### config.mk
export PLATFORM = sky130hd
export DESIGN_NAME = pwm_sequencer
export DESIGN_NICKNAME = d
export VERILOG_FILES = /design/src/rtl/pwm_sequencer.sv
export SDC_FILE = /design/constraint.sdc
export NUM_CORES = 1
export LEC_CHECK = 0
export BUFFER_PORTS_ARGS = -buffer_cell sky130_fd_sc_hd__buf_2
export CORE_ASPECT_RATIO = 1.25
export CORE_MARGIN = 4
export CORE_UTILIZATION = 64
export DETAILED_ROUTE_END_ITERATION = 8
export PLACE_DENSITY = 0.84
export SLEW_MARGIN = 5
export SYNTH_ARGS = -nofsm -noshare
export SYNTH_HDL_FRONTEND = slang
export SYNTH_SLANG_ARGS = --single-unit
### constraint.sdc
create_clock -name cLocK -period 5.2 [get_ports cLocK]
set_input_delay 1.04 -clock cLocK [delete_from_list [all_inputs] [get_ports cLocK]]
set_output_delay 1.04 -clock cLocK [all_outputs]
set_load 0.02 [all_outputs]
### src/rtl/pwm_sequencer.sv
// ---------------------------------------------------------------------------
// pwm_sequencer
//
// Configurable PWM generator with a prescaler, a period counter and a
// double-buffered configuration. A new configuration offered while running
// is parked in shadow registers and only becomes active on the next period
// boundary, so a waveform period is never cut short or mixed.
//
// Parameters
//   DIV_W       width of the prescaler ratio field
//   CNT_W       width of the period and duty fields
//
// Ports
//   cLocK       clock, all state changes on the rising edge
//   Reset_n     asynchronous active-low reset
//   en          run enable; low freezes the counters and forces pwm_out low
//   stop        one-cycle request to go back to IDLE, drops any pending config
//   cfg_valid   configuration offer, held until accepted
//   cfg_ready   configuration can be accepted this cycle
//   cfg_div     prescaler ratio, one tick every cfg_div+1 clocks
//   cfg_period  period length of cfg_period+1 ticks
//   cfg_duty    number of high ticks per period
//   pwm_out     PWM waveform
//   period_end  one-cycle pulse on the last clock of each period
//   busy        high while a configuration is active (RUN or PEND)
// ---------------------------------------------------------------------------
module pwm_sequencer #(
    parameter int DIV_W = 4,
    parameter int CNT_W = 8
) (
    input  logic             cLocK,
    input  logic             Reset_n,
    input  logic             en,
    input  logic             stop,
    input  logic             cfg_valid,
    output logic             cfg_ready,
    input  logic [DIV_W-1:0] cfg_div,
    input  logic [CNT_W-1:0] cfg_period,
    input  logic [CNT_W-1:0] cfg_duty,
    output logic             pwm_out,
    output logic             period_end,
    output logic             busy
);

    typedef enum logic [1:0] {
        IDLE = 2'd0,
        RUN  = 2'd1,
        PEND = 2'd2
    } state_t;

    state_t state;
    state_t state_nxt;

    logic [DIV_W-1:0] pre_cnt;
    logic [CNT_W-1:0] per_cnt;

    logic [DIV_W-1:0] div_act;
    logic [CNT_W-1:0] period_act;
    logic [CNT_W-1:0] duty_act;
    logic [DIV_W-1:0] div_shd;
    logic [CNT_W-1:0] period_shd;
    logic [CNT_W-1:0] duty_shd;

    logic accept;
    logic tick;
    logic per_last;
    logic load_act;
    logic load_shd;
    logic swap;
    logic clr_cnt;

    // State register: the only place the FSM state is stored.
    always_ff @(posedge cLocK or negedge Reset_n) begin
        if (!Reset_n) begin
            state <= IDLE;
        end else begin
            state <= state_nxt;
        end
    end

    // Output decode and next-state logic. Everything here is derived from
    // registered state plus the current inputs. stop overrides every other
    // event, which is also why it masks cfg_ready: an offer arriving together
    // with stop must never be taken.
    always_comb begin
        state_nxt  = state;
        load_act   = 1'b0;
        load_shd   = 1'b0;
        swap       = 1'b0;
        clr_cnt    = 1'b0;

        busy       = (state != IDLE);
        cfg_ready  = (state != PEND) && !stop;
        accept     = cfg_valid && cfg_ready;
        tick       = busy && en && (pre_cnt == div_act);
        per_last   = (per_cnt == period_act);
        period_end = tick && per_last;
        pwm_out    = busy && en && (per_cnt < duty_act);

        if (stop) begin
            state_nxt = IDLE;
            clr_cnt   = 1'b1;
        end else begin
            case (state)
                IDLE: begin
                    if (accept) begin
                        state_nxt = RUN;
                        load_act  = 1'b1;
                        clr_cnt   = 1'b1;
                    end
                end
                RUN: begin
                    // An accept on the period_end cycle still only lands in
                    // the shadow, so it waits a full period before applying.
                    if (accept) begin
                        state_nxt = PEND;
                        load_shd  = 1'b1;
                    end
                end
                PEND: begin
                    if (period_end) begin
                        state_nxt = RUN;
                        swap      = 1'b1;
                        clr_cnt   = 1'b1;
                    end
                end
                default: begin
                    state_nxt = IDLE;
                    clr_cnt   = 1'b1;
                end
            endcase
        end
    end

    // Prescaler and period counters. They only move while running and
    // enabled, and compare for equality against the active maxima so they
    // can never run past them.
    always_ff @(posedge cLocK or negedge Reset_n) begin
        if (!Reset_n) begin
            pre_cnt <= '0;
            per_cnt <= '0;
        end else if (clr_cnt) begin
            pre_cnt <= '0;
            per_cnt <= '0;
        end else if (busy && en) begin
            if (tick) begin
                pre_cnt <= '0;
                if (per_last) begin
                    per_cnt <= '0;
                end else begin
                    per_cnt <= per_cnt + 1'b1;
                end
            end else begin
                pre_cnt <= pre_cnt + 1'b1;
            end
        end
    end

    // Active and shadow configuration. stop clears the shadow so a pending
    // configuration cannot leak into a later run; the active copy is left
    // alone because it is ignored in IDLE and overwritten by the next accept.
    always_ff @(posedge cLocK or negedge Reset_n) begin
        if (!Reset_n) begin
            div_act    <= '0;
            period_act <= '0;
            duty_act   <= '0;
            div_shd    <= '0;
            period_shd <= '0;
            duty_shd   <= '0;
        end else if (stop) begin
            div_shd    <= '0;
            period_shd <= '0;
            duty_shd   <= '0;
        end else if (load_act) begin
            div_act    <= cfg_div;
            period_act <= cfg_period;
            duty_act   <= cfg_duty;
        end else if (load_shd) begin
            div_shd    <= cfg_div;
            period_shd <= cfg_period;
            duty_shd   <= cfg_duty;
        end else if (swap) begin
            div_act    <= div_shd;
            period_act <= period_shd;
            duty_act   <= duty_shd;
        end
    end

endmodule

After elaboration in Yosys (flattened, before gate mapping)
Index checks and enable logic that the tools add are counted.
W data, S select, Z words.

word-level totals
  input bits = 25
  logic and storage cells = 80
  bits in registers = 54
  output and inout bits = 4

operators by class
  eq/ne operators = 10
  add/subtract/negate cells = 2
  bitwise operators = 1
  muxes and demuxes = 40
  reductions and logical operators = 17
  order comparisons = 1

operators with widths
  cell                   count
  $mux W8                16
  $mux W4                9
  $reduce_bool A2 Y1     5
  $mux W1                9
  $ne A3 B3 Y1 const B   3
  $add A8 B1 Y8 const B  1
  $eq A8 B8 Y1           1
  $lt A8 B8 Y1           1
  $mux W2                4
  $logic_and A1 B1 Y1    6
  $ne A2 B2 Y1 const B   3
  $pmux W2 S3            1
  $reduce_and A3 Y1      2
  $add A4 B1 Y4 const B  1
  $eq A4 B4 Y1           1
  $reduce_and A2 Y1      2
  $pmux W1 S3            1
  $eq A2 B1 Y1 const B   1
  $eq A2 B2 Y1 const B   1
  $logic_not A2 Y1       1
  $logic_not A1 Y1       1
  $not A1 Y1             1

Logic depth before layout (Yosys ltp)
  word-level depth = 10
  gate-level depth with buffers = 8
  depth with buffers taken out = 6

Worst setup path before layout
No wires, ideal clock.

  path type = input to output
  start = input en
  end = output period_end
  required time = 4.160 ns
  path buffers = 1
  slack = 2.302 ns
  stages on the path = 4
  arrival = 1.858 ns
  cells stage by stage = nand2_2 -> or2_1 -> buf_2 -> nor2_1

on the way
  longest elaborated chain between the ends = 3

RTL lines
  element                            RTL line  text
  start: declaration                 33        input logic en,
  $logic_and A1 B1 Y1 (2 in series)  95        tick = busy && en && (pre_cnt == div_act);
  $logic_and A1 B1 Y1                97        period_end = tick && per_last;
  end: declaration                   41        output logic period_end,

No other way between the ends.

Final worst setup path
  start = register per_cnt[4]
  end = output pwm_out

on the way
  longest elaborated chain between the ends = 2

RTL lines
  element                   RTL line  text
  start: declaration        55        logic [CNT_W-1:0] per_cnt;
  start signal: assignment  151       per_cnt <= per_cnt + 1'b1;
  $lt A8 B8 Y1              98        pwm_out = busy && en && (per_cnt < duty_act);
  $logic_and A1 B1 Y1       98
  end: declaration          40        output logic pwm_out,

No other way between the ends.

==> impl_metrics.tcl <==
set metrics [dict create \
    synth_area_leaders "dfrtp_1 44%, mux2i_1 11%, a222oi_1 6.6%" \
    drcViolationCount 0 \
    regToRegStartpoint "state[0]" \
    ys_seq_area_share_pct 44.3 \
    final_util_pct 74.0 \
    synth_cell_types 47 \
    antenna_found_initial 0 \
    yosysTopAreaCell "dfrtp_1" \
    final_cell_area_sq_um 3330 \
    holdPathStages 1 \
    crit_fanout 7 \
    grt_pass1_wl_microns 11900 \
    post_cts_buffers 0 \
    postRouteAntennaNets 0 \
    endpoint_kind "output pin" \
    portBuffers 28 \
    cts_buffers 5 \
    globalRoute.totalOverflow 0 \
    layout-drive-gt1-share_pct 18.3 \
    syn-num-nets 310 \
    worst-endpoint-arrival_ns 2.16 \
    synth_edf_count 0 \
    yosysMostFrequentCell "dfrtp_1" \
    cts_sinks 54 \
    fin_skew_ns 0.0151 \
    num_vias 2444 \
    r2r_setup_slack_ns 2.58 \
    ys.flop_type "dfrtp_1" \
    min_period_over_period_pct 61.6 \
    path_class "flop to output pin" \
    track_usage_pct 25.0 \
    dp_hpwl_microns 4630 \
    r2r_cells 6 \
    tightest_slew_ns 0.992 \
    ir_drop_uv 219 \
    place_area_sq_um 3220 \
    p_per_area_nw_per_um2 306 \
    cp-start-kind "flop" \
    finalWorstPathRequiredPeriod_ns 3.20 \
    place_congestion 0.901 \
    cts_hold_buffers 0 \
    syn-cell-area_sq_um 3050 \
    async_reset_ff_share_pct 100 \
    fin_cells 358 \
    ios 29 \
    diodes 0 \
    status "complete, no violations" \
    r2r-end "duty_act[6]" \
    path_common_cell "a211oi_1" \
    die_w_microns 69.8 \
    min_to "duty_shd[1]" \
    fp-row-count 27 \
    hold_violations 0 \
    cts-htree-levels 2 \
    dieArea_sq_um 5950 \
    required_ns 4.16 \
    power.leakage_uw 0.00146 \
    synth_area_per_cell_sq_um 11.1 \
    setup_violations 0 \
    place_inst 350 \
    start_util_pct 67.9 \
    rsz0062_at_grt "false" \
    worstPathCellList "ha_1 -> a21o_1 -> a211oi_1 -> o21ai_0 -> a211oi_1 -> buf_2" \
    wl_microns 6770 \
    ctsResizeCount 0 \
    cp_slowest_stage_delay_ns 0.46 \
    synth_seq_cells 54 \
    slowest_stage "dfrtp_1" \
    drt-wirelength-per-cell_microns 18.9 \
    max_freq_mhz 312 \
    hp-start "duty_shd[1]" \
    cts_buffer_depth 2 \
    tns_ns 0 \
    first_pass_iters 9 \
    grt_pass1_vias 2499 \
    final_nets 333 \
    drt_iter0_markers 240 \
    cap_violations 0 \
    holdCritPathClass "flop to flop" \
    tritoncts "built" \
    relSlewSlack_pct 33.9 \
    yosys-top-cells-count "54 x dfrtp_1, 33 x mux2i_1, 20 x a222oi_1, 20 x a22o_1, 15 x a21oi_1" \
    core_sq_um 4490 \
    synthCells 276 \
    vias_per_cell 6.83 \
    yosysWarnings 0 \
    path_clk_slew_ns 0.09 \
    die_h_microns 85.2 \
    cts_root_buf "clkbuf_8" \
    slew_violations 0 \
    synth_top_area_share_pct 44.3 \
    clk_latency_ns 0.32 \
    syn2layout_area_growth_pct 8.93 \
    grt_max_degree 55 \
]
==> per-layer routing <==
layer / GRT usage [%] / vias up / part of all wire (%)
met5: 0 / - / 0
met4: 11.8 / 0 / 3.6
met3: 4.15 / 25 / 6.0
met2: 41.4 / 98 / 49
met1: 31.8 / 1200 / 41
li1: - / 1121 / -
==> critical path: cells and delay by family (launching register included) <==
family	cells	cell delay, ns
compound gates	4	0.82
flops	1	0.46
fa+ha+maj	1	0.34
buf+inv	1	0.22
==> kinds of logic (layout without fill, tap and decap cells) <==
family | Yosys count | count (layout) | share of synthesized area, %
buffers and inverters | 27 | 51 | 4.55
and+or+nand+nor | 58 | 58 | 12.0
adders and majority gates | 9 | 9 | 3.69
DFF | 54 | 54 | 44.3
AOI/OAI and AO/OA | 81 | 81 | 20.7
muxes | 33 | 33 | 10.8
xor gates and xnor gates | 14 | 14 | 4.02
==> layout by cell type (no fill, tap or decap), types with 2 or more instances in the layout <==
| cell | count |
|---|---|
| inv_1 | 8 |
| a22o_1 | 20 |
| nand2_1 | 7 |
| a32oi_1 | 4 |
| a222oi_1 | 20 |
| xor2_1 | 9 |
| xnor2_1 | 5 |
| nor2_1 | 13 |
| clkbuf_8 | 8 |
| mux2i_1 | 33 |
| nor3b_1 | 2 |
| or3_1 | 2 |
| dfrtp_1 | 54 |
| a211oi_1 | 3 |
| a21oi_1 | 15 |
| ha_1 | 9 |
| and3_1 | 3 |
| o22ai_1 | 2 |
| nor4_4 | 2 |
| buf_2 | 28 |
| nand2b_1 | 2 |
| or2_2 | 2 |
| buf_4 | 7 |
| o21ai_0 | 9 |
| nand3_1 | 10 |
| a21o_1 | 3 |
==> report_power, final <==
part	total, uW	switching, uW	internal (uW)	leakage (uW)
registers	512	44.3	468	0.000709
clock network	268	133	135	0.0000575
logic	238	132	106	0.000695
==> how the worst max path moves through the flow <==
stage                  to  cells after the start  startpoint
2_1_floorplan  period_end                      4          en
3_3_place_gp   period_end                      5          en
3_5_place_dp   period_end                      5          en
4_1_cts           pwm_out                      6  per_cnt[4]
5_1_grt           pwm_out                      6  per_cnt[4]
6_report          pwm_out                      6  per_cnt[4]
==> metrics by stage <==
| step | power (uW) | worst slack, ns | hold WS [ns] |
|---|---|---|---|
| floorplan | 689 | 2.30 | 0.474 |
| global placement | 744 | 2.17 | 0.488 |
| detailed placement | 758 | 2.13 | 0.492 |
| CTS | 1030 | 2.00 | 0.517 |
| global route | 1080 | 1.88 | 0.530 |
| finish | 1020 | 2.00 | 0.515 |
==> state kept, by name, indices dropped and copies added (netlist names) <==
| name | flops |
|---|---|
| period_shd | 8 |
| per_cnt | 8 |
| pre_cnt | 4 |
| period_act | 8 |
| div_act | 4 |
| duty_shd | 8 |
| state | 2 |
| duty_act | 8 |
| div_shd | 4 |
==> cell type report <==
class,instances,area (sq um)
Multi-Input combinational cell,195,1570
Sequential cell,54,1350
Fill cell,339,1170
Timing Repair Buffer,35,193
Clock buffer,8,110
Tap cell,58,72.6
Inverter,8,30.0
Note: power is estimated with default switching activity, not from simulation.
